### config.mk
export PLATFORM = sky130hd
export DESIGN_NAME = struct_array_fifo
export DESIGN_NICKNAME = d
export VERILOG_FILES = /design/src/rtl/struct_array_pkg.sv /design/src/rtl/struct_array_fifo_mem.sv /design/src/rtl/struct_array_fifo.sv
export SDC_FILE = /design/constraint.sdc
export NUM_CORES = 1
export LEC_CHECK = 0
export ABC_AREA = 1
export CORE_ASPECT_RATIO = 1.4
export CORE_MARGIN = 2
export CORE_UTILIZATION = 40
export DETAILED_ROUTE_END_ITERATION = 6
export GPL_TIMING_DRIVEN = 0
export PLACE_DENSITY_LB_ADDON = 0.25
export SLEW_MARGIN = 20
export SYNTH_ARGS = -nofsm -noshare
export SYNTH_HDL_FRONTEND = slang
export SYNTH_HIERARCHICAL = 1
export SYNTH_SLANG_ARGS = --single-unit
### constraint.sdc
create_clock -name clk -period 3.35 [get_ports clk]
set_input_delay 0.67 -clock clk [delete_from_list [all_inputs] [get_ports clk]]
set_output_delay 0.67 -clock clk [all_outputs]
set_load 0.005 [all_outputs]
### src/rtl/struct_array_pkg.sv
// Shared types and helpers for the struct/array FIFO.
//   packed_struct_t : one struct lane, part_a in [5:2], part_b in [1:0]
//   STRUCT_W        : bit width of one struct lane
//   ENTRY_MAX_W     : widest entry entry_parity accepts (callers zero-extend)
//   entry_parity    : even-parity bit over an entry (zero padding is neutral)
// The lane-vector type struct_lanes_t depends on LANES, so each using module
// declares it locally as packed_struct_t [LANES-1:0].
package struct_array_pkg;

    localparam int STRUCT_W    = 6;
    localparam int ENTRY_MAX_W = 4096;

    typedef struct packed {
        logic [3:0] part_a;
        logic [1:0] part_b;
    } packed_struct_t;

    function automatic logic entry_parity(input logic [ENTRY_MAX_W-1:0] bits);
        return ^bits;
    endfunction

endpackage

### src/rtl/struct_array_fifo_mem.sv
// Flop-based storage for struct_array_fifo.
// Ports:
//   clk    rising-edge clock
//   we     write enable
//   waddr  write address
//   wdata  write data
//   raddr  read address
//   rdata  read data (asynchronous read)
// The storage is not reset. The FIFO only reads slots that have already been written.
module struct_array_fifo_mem #(
    parameter int WIDTH = 20,
    parameter int DEPTH = 4,
    parameter int AW    = $clog2(DEPTH)
) (
    input  logic             clk,
    input  logic             we,
    input  logic [AW-1:0]    waddr,
    input  logic [WIDTH-1:0] wdata,
    input  logic [AW-1:0]    raddr,
    output logic [WIDTH-1:0] rdata
);

    logic [WIDTH-1:0] mem_q [DEPTH];

    always_ff @(posedge clk) begin
        if (we) begin
            mem_q[waddr] <= wdata;
        end
    end

    assign rdata = mem_q[raddr];

endmodule

### src/rtl/struct_array_fifo.sv
// Multi-lane FIFO carrying packed_struct_t lanes plus a packed 2-D array.
// Uses a valid/ready handshake on both sides. There is no fall-through, and
// in_ready and out_valid depend only on registered state.
// Optional feature: define STRUCT_ARRAY_FIFO_PARITY_EN to store an even-parity
// bit per entry and to flag a sticky parity_err when a popped entry mismatches.
// Ports:
//   clk, rst_n            clock, asynchronous active-low reset
//   in_valid / in_ready   producer handshake
//   in_struct, in_arr     entry written on push
//   out_valid / out_ready consumer handshake
//   out_struct, out_arr   head entry (mem[rd_ptr])
//   count                 occupied entries
//   parity_err            sticky parity error (0 when the parity feature is off)
module struct_array_fifo
    import struct_array_pkg::*;
#(
    parameter int LANES = 2,
    parameter int ARR_N = 2,
    parameter int ARR_W = 4,
    parameter int DEPTH = 4
) (
    input  logic                           clk,
    input  logic                           rst_n,
    input  logic                           in_valid,
    output logic                           in_ready,
    input  packed_struct_t [LANES-1:0]     in_struct,
    input  logic [ARR_N-1:0][ARR_W-1:0]    in_arr,
    output logic                           out_valid,
    input  logic                           out_ready,
    output packed_struct_t [LANES-1:0]     out_struct,
    output logic [ARR_N-1:0][ARR_W-1:0]    out_arr,
    output logic [$clog2(DEPTH):0]         count,
    output logic                           parity_err
);

    localparam int AW     = $clog2(DEPTH);
    localparam int CW     = AW + 1;
    localparam int DATA_W = LANES * STRUCT_W + ARR_N * ARR_W;
`ifdef STRUCT_ARRAY_FIFO_PARITY_EN
    localparam int MEM_W  = DATA_W + 1;
`else
    localparam int MEM_W  = DATA_W;
`endif
    localparam logic [CW-1:0] FULL_CNT = CW'(DEPTH);

    typedef packed_struct_t [LANES-1:0] struct_lanes_t;

    logic [AW-1:0]     wr_ptr_q, wr_ptr_d;
    logic [AW-1:0]     rd_ptr_q, rd_ptr_d;
    logic [CW-1:0]     count_q,  count_d;
    logic              push, pop;
    logic [DATA_W-1:0] wdata_data;
    logic [MEM_W-1:0]  wdata;
    logic [MEM_W-1:0]  rdata;
    struct_lanes_t     head_struct;

    assign in_ready  = (count_q != FULL_CNT);
    assign out_valid = (count_q != '0);
    assign count     = count_q;

    assign push = in_valid && in_ready;
    assign pop  = out_valid && out_ready;

    always_comb begin
        wr_ptr_d = wr_ptr_q;
        rd_ptr_d = rd_ptr_q;
        count_d  = count_q;
        if (push) begin
            wr_ptr_d = wr_ptr_q + AW'(1);
        end
        if (pop) begin
            rd_ptr_d = rd_ptr_q + AW'(1);
        end
        case ({push, pop})
            2'b10:   count_d = count_q + CW'(1);
            2'b01:   count_d = count_q - CW'(1);
            default: count_d = count_q;
        endcase
    end

    always_ff @(posedge clk or negedge rst_n) begin
        if (!rst_n) begin
            wr_ptr_q <= '0;
            rd_ptr_q <= '0;
            count_q  <= '0;
        end else begin
            wr_ptr_q <= wr_ptr_d;
            rd_ptr_q <= rd_ptr_d;
            count_q  <= count_d;
        end
    end

    assign wdata_data = {in_struct, in_arr};

`ifdef STRUCT_ARRAY_FIFO_PARITY_EN
    logic parity_err_q, parity_err_d;
    logic head_mismatch;

    // The parity bit sits in the MSB, above the data bits.
    assign wdata         = {entry_parity(ENTRY_MAX_W'(wdata_data)), wdata_data};
    assign head_mismatch = entry_parity(ENTRY_MAX_W'(rdata[DATA_W-1:0])) != rdata[DATA_W];
    assign parity_err_d  = parity_err_q | (pop & head_mismatch);

    always_ff @(posedge clk or negedge rst_n) begin
        if (!rst_n) begin
            parity_err_q <= 1'b0;
        end else begin
            parity_err_q <= parity_err_d;
        end
    end

    assign parity_err = parity_err_q;
`else
    assign wdata      = wdata_data;
    assign parity_err = 1'b0;
`endif

    struct_array_fifo_mem #(
        .WIDTH (MEM_W),
        .DEPTH (DEPTH),
        .AW    (AW)
    ) u_mem (
        .clk   (clk),
        .we    (push),
        .waddr (wr_ptr_q),
        .wdata (wdata),
        .raddr (rd_ptr_q),
        .rdata (rdata)
    );

    assign {head_struct, out_arr} = rdata[DATA_W-1:0];
    assign out_struct             = head_struct;

endmodule

==> impl_results.md, run 1 <==
* Input/output buffers at 48
* Fmax achieved at 395 MHz
* # hold bufs at CTS at 0
* Static Leak at 2.21 nW
* Initial antenna violation count at 0
* DR iter-0 viols at 115
* GPL Wtd Cong at 0.732
* CTS resizes at 0
* Min-delay src: rd_ptr_q[0]$_DFFE_PN0P_
* Clock skew at 0.00454 ns
* Ratio of cells with drive above 1 in the final layout at 10.5%
* Drt via density at 4.68
* Ports at 50
* Clk slew on worst S/H paths at 0.06 ns
* P per Cell Area at 857 mW/mm^2
* Routed len/inst at 14.3 microns
* Yosys warns at 6
* H-tree Lvls at 3
* Top layer in use: met4
* Final Cell Area at 0.00484 sq mm
* Avg Synthesized Cell Area at 10.2 sq um
* Worst R2R Setup Slack at 1.30 ns
* Final net count at 470
* Full die area at 0.0104 sq mm
* Final min period at 2.53 ns
* R2R depth at 7
* RSZ-0062 raised after global routing: false
* Startpoint types: register
* Final Cycle Share at 75.5%
* Initial core utilization at 40.9%
* RR Endpoint: u_mem/mem_q[3][5]$_DFFE_PP_
* Met2 routed WL at 4400 microns
* Worst-Skew Late Latency at 0.33 ns
* Routed Wire Length at 7940 microns
* # fillers at 826
* Residual DRC at 0
* Slew Viols, Final at 0
* Total grt overflow at 0
* Final ANT Viol Nets at 0
* Hold path depth at 2
* Routed met1 length at 3110 microns
* Hold Crit Class: reg2reg
* Total number of vias at 2601
* Synthesized Nets at 402
* Placed insts at 543
* Synth Instances at 376
* Final hold vios at 0
* Core Footprint at 0.00941 sq mm
* Vias in the first global route at 2694
* Clock buffer depth at 2
* Met3 WL post-DR at 215 microns
* Critical path arrival at 1.86 ns
* Netlist Area Pre-Place at 0.00385 sq mm
* Count of different cell masters after synthesis at 20
* Max_cap viols at 0
* Row count at 42
* Placed cell area at 0.00457 sq mm
* Hold WS at 0.541 ns
* # Post-CTS Setup Buffers at 0
* Hold path endpoint: rd_ptr_q[0]$_DFFE_PN0P_
* Gr usage total at 16.6%
* Clk sink count at 87
* CTS tree: built
* Root buffer cell: clkbuf_16
* Die height at 120 microns
* Hpwl dp at 5510 microns
* Status: complete, no violations
* Synthesized flop and latch total at 87
* Overall power at 4.15 mW
* Final Non-Filler Cells at 556
* TritonRoute pass-1 iters at 6
* Global-route wire length before repair at 12700 microns
* Area Growth Syn to Fin at 25.8%
* Crit path kind: reg2out
* # diodes at 0
* Num CTS Buffers at 9
* Relative slew slack at 47.8%
* Pin count of the biggest net entering global routing at 14
* CP Capture Type: output pin
* WP data required at 2.68 ns
* Sequential element share of the synthesized area at 67.0%
* Final number of setup-violating endpoints at 0
* Worst r2r src: count[0]$_DFFE_PN0P_
* VDD IR max at 0.342 mV
* Crit Path Max Fanout at 10
* Least-Margin Pin Slew at 0.779 ns
* Die W at 86.9 microns
==> power breakdown <==
| part | internal (mW) | switching (mW) | total (mW) |
|---|---|---|---|
| clock network | 0.562 | 0.359 | 0.921 |
| logic | 0.779 | 0.911 | 1.69 |
| registers | 1.44 | 0.0999 | 1.54 |
==> worst max-delay path by stage <==
stage / start / end / slack, ns / depth (start not counted)
final: rd_ptr_q[1]$_DFFE_PN0P_ / out_struct[8] / 0.82 / 5
after global routing: rd_ptr_q[1]$_DFFE_PN0P_ / out_struct[8] / 0.74 / 5
after CTS: rd_ptr_q[0]$_DFFE_PN0P_ / out_struct[0] / 0.82 / 6
after detailed placement: in_valid / u_mem/mem_q[3][14]$_DFFE_PP_ / 0.62 / 6
after global placement: in_valid / u_mem/mem_q[1][14]$_DFFE_PP_ / -1.02 / 5
after floorplan: in_valid / u_mem/mem_q[1][0]$_DFFE_PP_ / 0.69 / 4
==> area by class of cell <==
cell class / count / area (sq um) / share of cell area [%]
tap: 110 / 138 / 2.84
clock inverter: 4 / 50.0 / 1.03
timing repair buffer: 57 / 559 / 11.6
multi-input combinational: 178 / 808 / 16.7
clock buffer: 9 / 225 / 4.65
buffer: 14 / 114 / 2.35
inverter: 97 / 369 / 7.62
sequential: 87 / 2580 / 53.2
==> layout by cell type (no fill, tap or decap) <==
| cell type | count |
|---|---|
| clkinv_4 | 1 |
| clkdlybuf4s50_1 | 48 |
| buf_4 | 11 |
| inv_1 | 93 |
| buf_2 | 4 |
| inv_4 | 2 |
| dfrtp_1 | 7 |
| nand3_4 | 1 |
| edfxtp_1 | 80 |
| o21ai_0 | 1 |
| ha_1 | 1 |
| inv_2 | 2 |
| nand4_1 | 1 |
| clkinvlp_4 | 1 |
| conb_1 | 1 |
| nor3_2 | 4 |
| nand3_2 | 1 |
| clkinv_1 | 1 |
| buf_6 | 8 |
| fa_1 | 1 |
| nand2_2 | 2 |
| clkbuf_16 | 9 |
| nand3_1 | 45 |
| nand2_1 | 119 |
| bufinv_16 | 1 |
| xnor2_1 | 1 |
==> worst max-delay path, stage by stage (launching register included) <==
cell,delay [ns]
dfrtp_1,0.44
inv_1,0.09
buf_2,0.27
nand3_1,0.13
nand2_1,0.10
clkdlybuf4s50_1,0.50
==> metal layers <==
metal  track usage [%]  up-vias
met5                 0        -
met4              9.28        0
met3              2.61       17
met2              30.4       49
met1              17.4     1239
li1                  -     1296
==> cell families after synthesis <==
group	synth area share [%]
and+or+nand+nor	19.2
buffers and inverters	12.5
DFF	67.0
adders and majority gates	0.845
AOI/OAI and AO/OA	0.130
xor gates and xnor gates	0.228
other	0.0974
==> synth_stat cells <==
| cell | number | area share, % |
|---|---|---|
| conb_1 | 1 | 0.097 |
| nand3_4 | 1 | 0.46 |
| fa_1 | 1 | 0.52 |
| nand2_1 | 119 | 12 |
| inv_1 | 93 | 9.1 |
| nand2_2 | 2 | 0.33 |
| o21ai_0 | 1 | 0.13 |
| nand3_1 | 45 | 5.9 |
| inv_2 | 2 | 0.20 |
| nor3_1 | 4 | 0.52 |
| ha_1 | 1 | 0.33 |
| nand3_2 | 1 | 0.26 |
| buf_6 | 5 | 1.5 |
| buf_4 | 5 | 0.98 |
| nand4_1 | 1 | 0.16 |
| xnor2_1 | 1 | 0.23 |
| inv_4 | 2 | 0.33 |
| buf_2 | 4 | 0.52 |
| dfrtp_1 | 7 | 4.6 |
| edfxtp_1 | 80 | 62 |
==> through the flow <==
step	util (%)	setup WS, ns	setup TNS, ns
5_1_grt	51.5	0.737	0
6_report	51.5	0.819	0
2_1_floorplan	-	0.693	0
3_3_place_gp	47.5	-1.02	-77.80
3_5_place_dp	48.5	0.621	0
4_1_cts	51.5	0.822	0
==> registers in the layout (all words and copies together), names as in the netlist <==
| name | cells |
|---|---|
| wr_ptr_q | 2 |
| u_mem/mem_q | 80 |
| rd_ptr_q | 2 |
| count | 3 |
Note: power is estimated with default switching activity, not from simulation.
==> run 2: changes to the inputs <==
==> constraint.sdc (replaced) <==
create_clock -name clk -period 2.4 [get_ports clk]
set_input_delay 0.48 -clock clk [delete_from_list [all_inputs] [get_ports clk]]
set_output_delay 0.48 -clock clk [all_outputs]
set_load 0.005 [all_outputs]
==> impl_results.md, run 2 (synthesis results as in run 1) <==
* Critical path arrival at 1.80 ns (-0.06 ns)
* Worst-Skew Late Latency at 0.33 ns (about the same)
* Placed cell area at 0.00457 sq mm (unchanged)
* Sw power at 1.91 mW (+40%)
* TritonRoute pass-1 iters at 4 (-2)
* H-tree Lvls at 3 (unchanged)
* Commonest non-fill, non-tap cells in the layout: nand2_1, inv_1, edfxtp_1
* Switch share at 32.9% (-0.081 points)
* Crit path kind: reg2out
* Status: complete, no violations
* Clk slew on worst S/H paths at 0.06 ns (about the same)
* CP Capture Type: output pin
* WP data required at 1.92 ns (-0.76 ns)
* Final ANT Viol Nets at 0 (unchanged)
* Initial antenna violation count at 0 (unchanged)
* Least-Margin Pin Slew at 0.780 ns (+0.000830 ns)
* Cell Int Power at 3.90 mW (+40%)
* Final net count at 471 (+0.21%)
* Vias in the first global route at 2694 (unchanged)
* # fillers at 826 (unchanged)
* Die height at 120 microns (unchanged)
* Relative slew slack at 47.7% (-0.056 points)
* Final number of setup-violating endpoints at 0 (unchanged)
* Commonest non-fill, non-tap cell in the layout: nand2_1
* Num CTS Buffers at 9 (unchanged)
* Clk sink count at 87 (unchanged)
* Final hold vios at 0 (unchanged)
* Core Footprint at 0.00941 sq mm (unchanged)
* VDD IR max at 0.479 mV (+40%)
* Ports at 50 (unchanged)
* Initial core utilization at 40.9% (unchanged)
* Setup crit start: rd_ptr_q[1]$_DFFE_PN0P_
* Reg power frac at 36.8% (-0.2 points)
* Max reg flops at 80 (unchanged)
* Routed len/inst at 14.2 microns (-0.44%)
* Max_cap viols at 0 (unchanged)
* Crit Path Max Fanout at 10 (unchanged)
* Routed Wire Length at 7920 microns (-0.26%)
* Full die area at 0.0104 sq mm (unchanged)
* Total number of vias at 2622 (+0.81%)
* Static Leak at 2.22 nW (+0.33%)
* Input/output buffers at 48 (unchanged)
* Slew Viols, Final at 0 (unchanged)
* Ratio of cells with drive above 1 in the final layout at 10.7% (+0.20 points)
* P per Cell Area at 1200 mW/mm^2 (+40%)
* Drt via density at 4.71 (+0.63%)
* Total grt overflow at 0 (unchanged)
* Multi-input gate area at 808 sq um (unchanged)
* Die W at 86.9 microns (unchanged)
* Hold Crit Class: in2async
* # diodes at 0 (unchanged)
* DR iter-0 viols at 103 (-10%)
* # hold bufs at CTS at 0 (unchanged)
* Clock buffer depth at 2 (unchanged)
* Clock skew at 0.00459 ns (+0.0000503 ns)
* Final min period at 2.28 ns
* Hold WS at 0.432 ns (-0.110 ns)
* RSZ-0062 raised after global routing: false
* Worst r2r src: count[0]$_DFFE_PN0P_
* Util after Layout at 51.6% (+0.13 points)
* Hpwl dp at 5510 microns (unchanged)
* Area Growth Syn to Fin at 26.1%
* Row count at 42 (unchanged)
* Combinational fraction of design power at 41.0% (+0.2 points)
* Fmax achieved at 438 MHz
* Gr usage total at 16.6% (unchanged)
* Final Cell Area at 0.00485 sq mm (+0.26%)
* Overall power at 5.81 mW (+40%)
* CTS tree: built
* Global-route wire length before repair at 12700 microns (unchanged)
* Final Non-Filler Cells at 557 (+0.18%)
* Pin count of the biggest net entering global routing at 14 (unchanged)
* Residual DRC at 0 (unchanged)
* Final Cycle Share at 95.2%
* Startpoint types: register
* GPL Wtd Cong at 0.732 (unchanged)
* Placed insts at 543 (unchanged)
* Clock network power share at 22.1% (about the same)
* Root buffer cell: clkbuf_16
* Sequential Area at 0.00258 sq mm (unchanged)
* Top reg by flops: u_mem/mem_q
==> run 2: critical path, stage by stage (launching register included) <==
cell             delay, ns
dfrtp_1               0.44
inv_1                 0.10
clkbuf_4              0.23
nand3_1               0.10
nand2_1               0.09
clkdlybuf4s50_1       0.50
==> run 2: timing repair <==
item                                    CTS  global route
setup buffers                             0             1
endpoints found under the setup margin    0             7
gates resized for setup                   0             2
==> run 2: worst paths after layout <==
kind,slack [ns],to,depth (start not counted)
hold / removal,0.43,count[2]$_DFFE_PN0P_,1
max in group asynchronous,1.70,count[0]$_DFFE_PN0P_,1
setup reg to reg,0.35,u_mem/mem_q[3][5]$_DFFE_PP_,7
min in group clk,0.54,count[1]$_DFFE_PN0P_,2
setup / recovery,0.12,out_struct[8],5
hold reg to reg,0.54,count[1]$_DFFE_PN0P_,2
==> run 2: per-layer routing <==
layer	vias up	track usage, %	wire, microns
met5	-	0	0
met4	0	9.28	240
met3	22	2.61	274
met2	63	30.4	4340
met1	1238	17.4	3060
li1	1299	-	-
==> run 2: power by group through the flow <==
stage,Combinational [mW],Clock [mW],Sequential (mW)
floorplan,1.25,0,2.15
global placement,2.25,0,2.18
detailed placement,2.39,0,2.17
CTS,2.41,1.32,2.14
global route,2.65,1.38,2.17
finish,2.38,1.29,2.14
==> run 2: cell type report <==
type,count,share of cell area [%]
clock inverters,4,1.03
clock buffers,9,4.64
multi-input cells,178,16.7
plain buffers,14,2.45
repair buffers,58,11.7
flip-flops and latches,87,53.1
inverters,97,7.61
well taps,110,2.84
==> run 2: metrics by stage <==
stage / setup TNS, ns / setup slack [ns]
floorplan: -13.43 / -0.168
global placement: -138.60 / -1.78
detailed placement: -2.12 / -0.139
CTS: 0 / 0.0621
global route: 0 / 0.0256
finish: 0 / 0.116
==> run 3: changes to the inputs <==
--- a/config.mk
+++ b/config.mk
@@ -6,9 +6,10 @@
 export NUM_CORES = 1
 export LEC_CHECK = 0
 export ABC_AREA = 1
+export ABC_CLOCK_PERIOD_IN_PS = 2400
 export CORE_ASPECT_RATIO = 1.4
 export CORE_MARGIN = 2
-export CORE_UTILIZATION = 40
+export CORE_UTILIZATION = 50
 export DETAILED_ROUTE_END_ITERATION = 6
 export GPL_TIMING_DRIVEN = 0
 export PLACE_DENSITY_LB_ADDON = 0.25
==> impl_results.md, run 3 (synthesis results as in run 1) <==
* Critical path arrival at 1.85 ns (+0.05 ns)
* Least-Margin Pin Slew at 0.806 ns (+0.0267 ns)
* Commonest non-fill, non-tap cells in the layout: nand2_1, inv_1, edfxtp_1
* CTS tree: built
* VDD IR max at 0.660 mV (+38%)
* Total grt overflow at 0 (unchanged)
* Clock buffer depth at 2 (unchanged)
* WP data required at 1.92 ns (about the same)
* Worst-path cell chain: buf_6, buf_4, nand2_1, nand3_1, nand2_1, clkdlybuf4s50_1
* Clock skew at 0.00694 ns (+0.00235 ns)
* Pin count of the biggest net entering global routing at 14 (unchanged)
* Clock network power share at 15.8% (-6.3 points)
* Routed len/inst at 13.9 microns (-2.4%)
* Top delay family on crit path: buffers and inverters
* Sequential Area at 0.00258 sq mm (unchanged)
* Final net count at 472 (+0.21%)
* Startpoint types: register
* Top reg by flops: u_mem/mem_q
* Final Non-Filler Cells at 547 (-1.8%)
* Row count at 37 (-12%)
* Crit path buf inv count at 3 (unchanged)
* Multi-input gate area at 808 sq um (unchanged)
* Combinational fraction of design power at 44.1% (+3.1 points)
* Drt via density at 4.68 (-0.58%)
* H-tree Lvls at 3 (unchanged)
* # hold bufs at CTS at 0 (unchanged)
* Worst-Skew Late Latency at 0.36 ns (+0.03 ns)
* Area Growth Syn to Fin at 22.7%
* Final min period at 2.33 ns (+0.0427 ns)
* Hold Crit Class: in2async
* Top layer in use: met4
* Switch share at 35.0% (+2.1 points)
* Ports at 50 (unchanged)
* Critical Path Most Common Cell: nand2_1
* Slew Viols, Final at 0 (unchanged)
* Routed met1 length at 3160 microns (+3.4%)
* Sw power at 1.87 mW (-2.4%)
* Fmax achieved at 430 MHz (-1.8%)
* Relative slew slack at 46.0% (-1.8 points)
* Static Leak at 2.18 nW (-1.8%)
* Final hold vios at 0 (unchanged)
* GPL Wtd Cong at 0.737 (+0.68%)
* Commonest non-fill, non-tap cell in the layout: nand2_1
* Util after Layout at 63.7% (+12 points)
* Num CTS Buffers at 9 (unchanged)
* Global-route wire length before repair at 11900 microns (-6.4%)
* Gr usage total at 19.4% (+2.8 points)
* CP peak stage delay at 0.51 ns (about the same)
* Total number of vias at 2560 (-2.4%)
* Crit Path Max Fanout at 10 (unchanged)
* Core Footprint at 0.00741 sq mm (-21%)
* Final number of setup-violating endpoints at 0 (unchanged)
* Die W at 78.2 microns (-10%)
* Clk sink count at 87 (unchanged)
* Max_cap viols at 0 (unchanged)
* Final Cycle Share at 96.9% (+1.8 points)
* Initial antenna violation count at 0 (unchanged)
* Input/output buffers at 48 (unchanged)
* Crit path kind: reg2out
* P per Cell Area at 1130 mW/mm^2 (-5.7%)
* Cell Int Power at 3.46 mW (-11%)
* # diodes at 0 (unchanged)
* TritonRoute pass-1 iters at 4 (unchanged)
* Full die area at 0.00843 sq mm (-19%)
* # fillers at 617 (-25%)
* Max reg flops at 80 (unchanged)
* Clk slew on worst S/H paths at 0.08 ns (+0.02 ns)
* Root buffer cell: clkbuf_8
* Residual DRC at 0 (unchanged)
* Hold WS at 0.387 ns (-0.0445 ns)
* Met3 WL post-DR at 260 microns (-5.1%)
* Routed Wire Length at 7590 microns (-4.1%)
* Vias in the first global route at 2520 (-6.5%)
* DR iter-0 viols at 119 (+16%)
* Final ANT Viol Nets at 0 (unchanged)
* Placed insts at 531 (-2.2%)
* Met2 routed WL at 3990 microns (-8.1%)
* Die height at 108 microns (-10%)
* Status: complete, no violations
* CP Capture Type: output pin
* Hpwl dp at 5260 microns (-4.4%)
* Initial core utilization at 52.0% (+11 points)
* Reg power frac at 40.1% (+3.3 points)
* RSZ-0062 raised after global routing: false
* Ratio of cells with drive above 1 in the final layout at 10.9% (+0.15 points)
* Crit path max-delay cell type: clkdlybuf4s50_1
==> run 3: through the flow <==
step           setup slack, ns  area, sq um  power [mW]  setup TNS, ns
3_5_place_dp            -0.226         4550        4.53          -3.25
4_1_cts                0.00482         4710        5.37              0
6_report                0.0732         4720        5.33              0
3_3_place_gp             -1.75         4450        4.39        -135.86
5_1_grt                 0.0143         4720        5.69              0
2_1_floorplan           -0.168         3850        3.41         -13.43
==> run 3: worst paths after layout <==
check                                        startpoint                          end  slack [ns]  cells past startpoint
worst max-delay path            rd_ptr_q[0]$_DFFE_PN0P_                out_struct[0]        0.07                      6
worst min-delay path                              rst_n      wr_ptr_q[0]$_DFFE_PN0P_        0.39                      1
worst max register to register     count[0]$_DFFE_PN0P_  u_mem/mem_q[2][8]$_DFFE_PP_        0.25                      9
worst min register to register     count[1]$_DFFE_PN0P_         count[1]$_DFFE_PN0P_        0.55                      2
max in group asynchronous                         rst_n         count[1]$_DFFE_PN0P_        1.75                      1
min in group clk                   count[1]$_DFFE_PN0P_         count[1]$_DFFE_PN0P_        0.55                      2
==> run 3: power by group through the flow <==
stage	Combinational (mW)	Clock [mW]	Sequential [mW]
2_1_floorplan	1.25	0	2.15
3_5_place_dp	2.36	0	2.17
3_3_place_gp	2.22	0	2.18
4_1_cts	2.37	0.862	2.14
5_1_grt	2.61	0.915	2.16
6_report	2.35	0.841	2.14
==> run 3: area by class of cell <==
cell class              instances  share of cell area [%]
flip-flops and latches         87                    54.6
multi-input cells             178                    17.1
repair buffers                 59                    12.1
inverters                      97                    7.82
clock buffers                   9                    2.62
well taps                      97                    2.57
plain buffers                  14                    2.52
clock inverters                 6                   0.610
==> run 3: timing repair <==
action	CTS	global route
setup buffers	0	1
setup endpoints to repair	0	17
gates resized for setup	0	3
==> run 3: metal layers <==
layer | up-vias | global-route usage (%)
met5 | - | 0
li1 | 1303 | -
met3 | 15 | 2.68
met4 | 0 | 10.9
met2 | 58 | 34.7
met1 | 1184 | 22.0
